--- src/rtl/bcd_conv_seq.sv ---
// Multi-cycle binary-to-BCD converter: one shift-and-add-3 step per clock, valid/ready on both sides.
// Define BCD_CONV_SIGN_EN to treat in_bin as two's complement and report the sign on out_neg.
module bcd_conv_seq #(
  parameter int WIDTH  = 8,
  parameter int DIGITS = 3
) (
  input  logic                  clk,
  input  logic                  rst_n,
  input  logic                  in_valid,
  output logic                  in_ready,
  input  logic [WIDTH-1:0]      in_bin,
  output logic                  out_valid,
  input  logic                  out_ready,
  output logic [4*DIGITS-1:0]   out_bcd,
`ifdef BCD_CONV_SIGN_EN
  output logic                  out_neg,
`endif
  output logic                  out_ovf
);

  localparam int SR_W  = 1 + 4*DIGITS + WIDTH;
  localparam int CNT_W = $clog2(WIDTH + 1);

  typedef enum logic [1:0] {IDLE, SHIFT, DONE} state_t;

  state_t             state, state_nxt;
  logic [SR_W-1:0]    sreg;
  logic [SR_W-1:0]    sreg_step;
  logic [CNT_W-1:0]   count;
  logic [WIDTH-1:0]   operand;
  logic               last_step;

  // Layout of sreg: {ovf_sticky, digit[DIGITS-1..0], binary}. Digits are corrected
  // independently; the carry out of the top digit is folded into the sticky flag.
  function automatic logic [SR_W-1:0] dabble_step(input logic [SR_W-1:0] sr);
    logic [SR_W-1:0] adj;
    adj = sr;
    for (int d = 0; d < DIGITS; d++) begin
      if (sr[WIDTH+4*d +: 4] >= 4'd5)
        adj[WIDTH+4*d +: 4] = sr[WIDTH+4*d +: 4] + 4'd3;
    end
    dabble_step           = {adj[SR_W-2:0], 1'b0};
    dabble_step[SR_W-1]   = sr[SR_W-1] | adj[SR_W-2];
  endfunction

`ifdef BCD_CONV_SIGN_EN
  // The most negative value negates to itself, which reads correctly as unsigned.
  function automatic logic [WIDTH-1:0] magnitude(input logic signed [WIDTH-1:0] v);
    logic signed [WIDTH-1:0] neg_v;
    neg_v = -v;
    magnitude = v[WIDTH-1] ? $unsigned(neg_v) : $unsigned(v);
  endfunction

  assign operand = magnitude($signed(in_bin));
`else
  assign operand = in_bin;
`endif

  assign sreg_step = dabble_step(sreg);
  assign last_step = (count == CNT_W'(1));

  always_ff @(posedge clk or negedge rst_n) begin
    if (!rst_n) state <= IDLE;
    else        state <= state_nxt;
  end

  always_comb begin
    state_nxt = state;
    in_ready  = 1'b0;
    out_valid = 1'b0;
    case (state)
      IDLE: begin
        in_ready = 1'b1;
        if (in_valid) state_nxt = SHIFT;
      end
      SHIFT: begin
        if (last_step) state_nxt = DONE;
      end
      DONE: begin
        out_valid = 1'b1;
        if (out_ready) state_nxt = IDLE;
      end
      default: state_nxt = IDLE;
    endcase
  end

  always_ff @(posedge clk or negedge rst_n) begin
    if (!rst_n) begin
      sreg    <= '0;
      count   <= '0;
      out_bcd <= '0;
      out_ovf <= 1'b0;
`ifdef BCD_CONV_SIGN_EN
      out_neg <= 1'b0;
`endif
    end else begin
      case (state)
        IDLE: begin
          if (in_valid) begin
            sreg  <= {1'b0, {4*DIGITS{1'b0}}, operand};
            count <= CNT_W'(WIDTH);
`ifdef BCD_CONV_SIGN_EN
            out_neg <= in_bin[WIDTH-1];
`endif
          end
        end
        SHIFT: begin
          sreg  <= sreg_step;
          count <= count - CNT_W'(1);
          if (last_step) begin
            out_bcd <= sreg_step[WIDTH +: 4*DIGITS];
            out_ovf <= sreg_step[SR_W-1];
          end
        end
        default: ;
      endcase
    end
  end

endmodule

--- config.mk ---
export PLATFORM = sky130hd
export DESIGN_NAME = bcd_conv_seq
export DESIGN_NICKNAME = d
export VERILOG_FILES = /design/src/rtl/bcd_conv_seq.sv
export SDC_FILE = /design/constraint.sdc
export NUM_CORES = 1
export LEC_CHECK = 0
export ABC_AREA = 1
export CAP_MARGIN = 0
export CORE_MARGIN = 3
export CORE_UTILIZATION = 50
export CTS_BUF_LIST = sky130_fd_sc_hd__clkbuf_8
export DETAILED_ROUTE_END_ITERATION = 10
export GPL_TIMING_DRIVEN = 0
export PLACE_DENSITY = 0.85
export SLEW_MARGIN = 20
export SYNTH_ARGS = -nofsm -noshare
export SYNTH_HDL_FRONTEND = slang
export SYNTH_SLANG_ARGS = --single-unit
--- constraint.sdc ---
create_clock -name clk -period 1.9 [get_ports clk]
set_input_delay 0.38 -clock clk [delete_from_list [all_inputs] [get_ports clk]]
set_output_delay 0.38 -clock clk [all_outputs]
set_load 0.005 [all_outputs]
==> impl_results.md <==
- Die X-Extent: 68.34 um
- Resized Gates After CTS: 0
- DRC: 0
- Die area: 4670 um2
- Worst vdd ir: 0.9653 mV
- Max-cap violations: 0
- Cells after synthesis: 235
- CTS H-tree lvls: 2
- Area grow syn2layout: 22.60%
- Type of the worst setup path: reg -> out
- R2R depth: 8
- CP Capture Type: primary output
- Fin Hold WS: 34.62 ps
- Metal2 WL: 1888 um
- Setup slack at placement: 260.2 ps
- Worst setup path start: state[1]$_DFFE_PN0P_
- Share of the synthesized area in the top cell type: 51.51%
- Critical path arrival: 1380 ps
- Final hold vios: 0
- Average wire per cell in the routed design: 11.92 um
- Hold buffers post-CTS: 0
- Initial antenna violation count: 0
- Routed via count: 1628
- Total wire length: 3778 um
- Input/output buffers: 26
- N_diodes: 0
- Global-route wire length before repair: 6403 um
- Drt pass-1 iters: 4
- WL met1: 1690 um
- GPL Wtd Cong: 0.8176
- IO Pins: 27
- Final setup viols: 0
- Critical R2R Launch: sreg[16]$_DFFE_PN0P_
- Most frequent cells in the layout: nand2_1, dfrtp_1, nand3_1, clkdlybuf4s50_1, inv_1
- DRT iter0 DRCs: 116
- Crit path launch type: flop
- Clk sinks: 40
- Syn Nets: 255
- TritonCTS clock tree: done
- # nets final: 289
- CTS Buffer Depth: 2
- TritonCTS Buffers: 5
- Mapped Avg Cell Area: 8.269 um2
- Initial Utilization: 52.29%
- Post-layout util: 64.11%
- Yosys warnings: 0
- Top Layer Used: met4
- Clk_lat worst skew: 290 ps
- Run status: finished, final reports clean
- RSZ-0062 raised after global routing: false
- Slew headroom: 66.77%
- Synthesis-stage register bit count: 40
- Max frequency: 0.5679 GHz
- CP max FO: 3
- Power Dens Cells: 1652 nW/um2
- Register area share after synthesis: 51.51%
- Post-CTS Setup Bufs: 0
- Worst hold path class: in -> async
- Die H: 68.34 um
- FILL cells: 339
- Cell taking the most area after synthesis: dfrtp_1
- Fin Clk Skew: 2.439 ps
- Vias per cell: 5.136
- Post-Syn Area: 1943 um2
- Clock root buffer: clkbuf_8
- Measured slew at the worst slew-check pin: 498.4 ps
- WL met3: 160 um
- Post-route clock period utilization: 92.67%
- Num rows: 22
- Core Region: 3716 um2
- Leakage: 1.215 nW
- Vias in the first global route: 1494
- Critical Path RT: 1520 ps
- Yosys cell types: 23
- Tot GR Track Use: 18.75%
- Setup WS post-layout: 139.3 ps
- Synth area leaders: dfrtp_1, nand2_1, nand3_1
- Pins Over Slew Limit: 0
- Largest net degree at the start of global routing: 23
- Antenna Nets Post-Route: 0
- Detailed placer's ending HPWL: 2739 um
- Share of layout cells above drive strength 1: 7.435%
- Grt total ovfl: 0
- Min cycle time layout: 1761 ps
- Worst-path clk slew: 70 ps
- Most common cell after layout, fill and taps aside: nand2_1
[cell families after synthesis]
kind of cell | count (synthesis) | share of synthesized area, %
AND/OR/NAND/NOR | 128 | 28.46
adder cells (fa/ha/maj) | 8 | 5.152
buffers and inverters | 30 | 6.568
flip-flops | 40 | 51.51
AO/OA/AOI/OAI | 28 | 7.856
XOR/XNOR | 1 | 0.4508
[critical path, stage by stage (launching register included)]
cell and delay (ps):
dfrtp_1 410, inv_1 90, nor2_1 90, clkdlybuf4s50_1 500
[cell usage after synthesis (all sizes together)]
cell type and number:
o21ai 19, nor2 8, nand3 29, xnor2 1
ha 8, clkbuf 1, nand4 1, a21oi 1
inv 26, dfrtp 40, o211ai 1, buf 3
nand2 90, o31ai 1, o22ai 6
[flip-flops by register name (all words and copies together) (netlist names)]
name and cells:
count 4, out_bcd 12, out_ovf 1, sreg 21
state 2
[report_power, final]
group | switching (mW) | total, mW | internal [mW]
Combinational | 1.08 | 1.86 | 0.780
Clock | 0.275 | 0.598 | 0.323
Sequential | 0.241 | 1.48 | 1.23
[per-layer routing]
| layer | vias up | GRT usage (%) |
|---|---|---|
| met2 | 30 | 31.17 |
| li1 | 826 | - |
| met3 | 5 | 5.419 |
| met5 | - | 0 |
| met4 | 0 | 7.196 |
| met1 | 767 | 22.92 |
[final timing paths]
check                      slack (ps)                   end
setup reg to reg                  310  sreg[18]$_DFFE_PN0P_
min in group clk                  480   sreg[0]$_DFFE_PN0P_
max in group asynchronous        1410   sreg[3]$_DFFE_PN0P_
hold reg to reg                   480   sreg[0]$_DFFE_PN0P_
setup / recovery                  140             out_valid
hold / removal                     30  sreg[10]$_DFFE_PN0P_
[stage by stage]
| stage | setup TNS [ps] | instance area [um2] | total power [mW] | instances |
|---|---|---|---|---|
| finish | 0 | 2382 | 3.935 | 317 |
| global route | 0 | 2382 | 4.310 | 317 |
| CTS | 0 | 2382 | 3.964 | 317 |
| detailed placement | 0 | 2286 | 3.352 | 310 |
| global placement | -20420 | 2263 | 3.255 | 309 |
| floorplan | 0 | 1943 | 2.717 | 235 |
[cell type report]
cell class              count  area (um2)  share of cell area, %
flip-flops and latches     40        1001                  42.02
multi-input cells         165       814.5                  34.19
repair buffers             27       282.8                  11.87
inverters                  26       100.1                  4.202
clock buffers               7       96.34                  4.044
well taps                  48       60.06                  2.521
plain buffers               4       27.53                  1.155
Note: power is estimated with default switching activity, not from simulation.
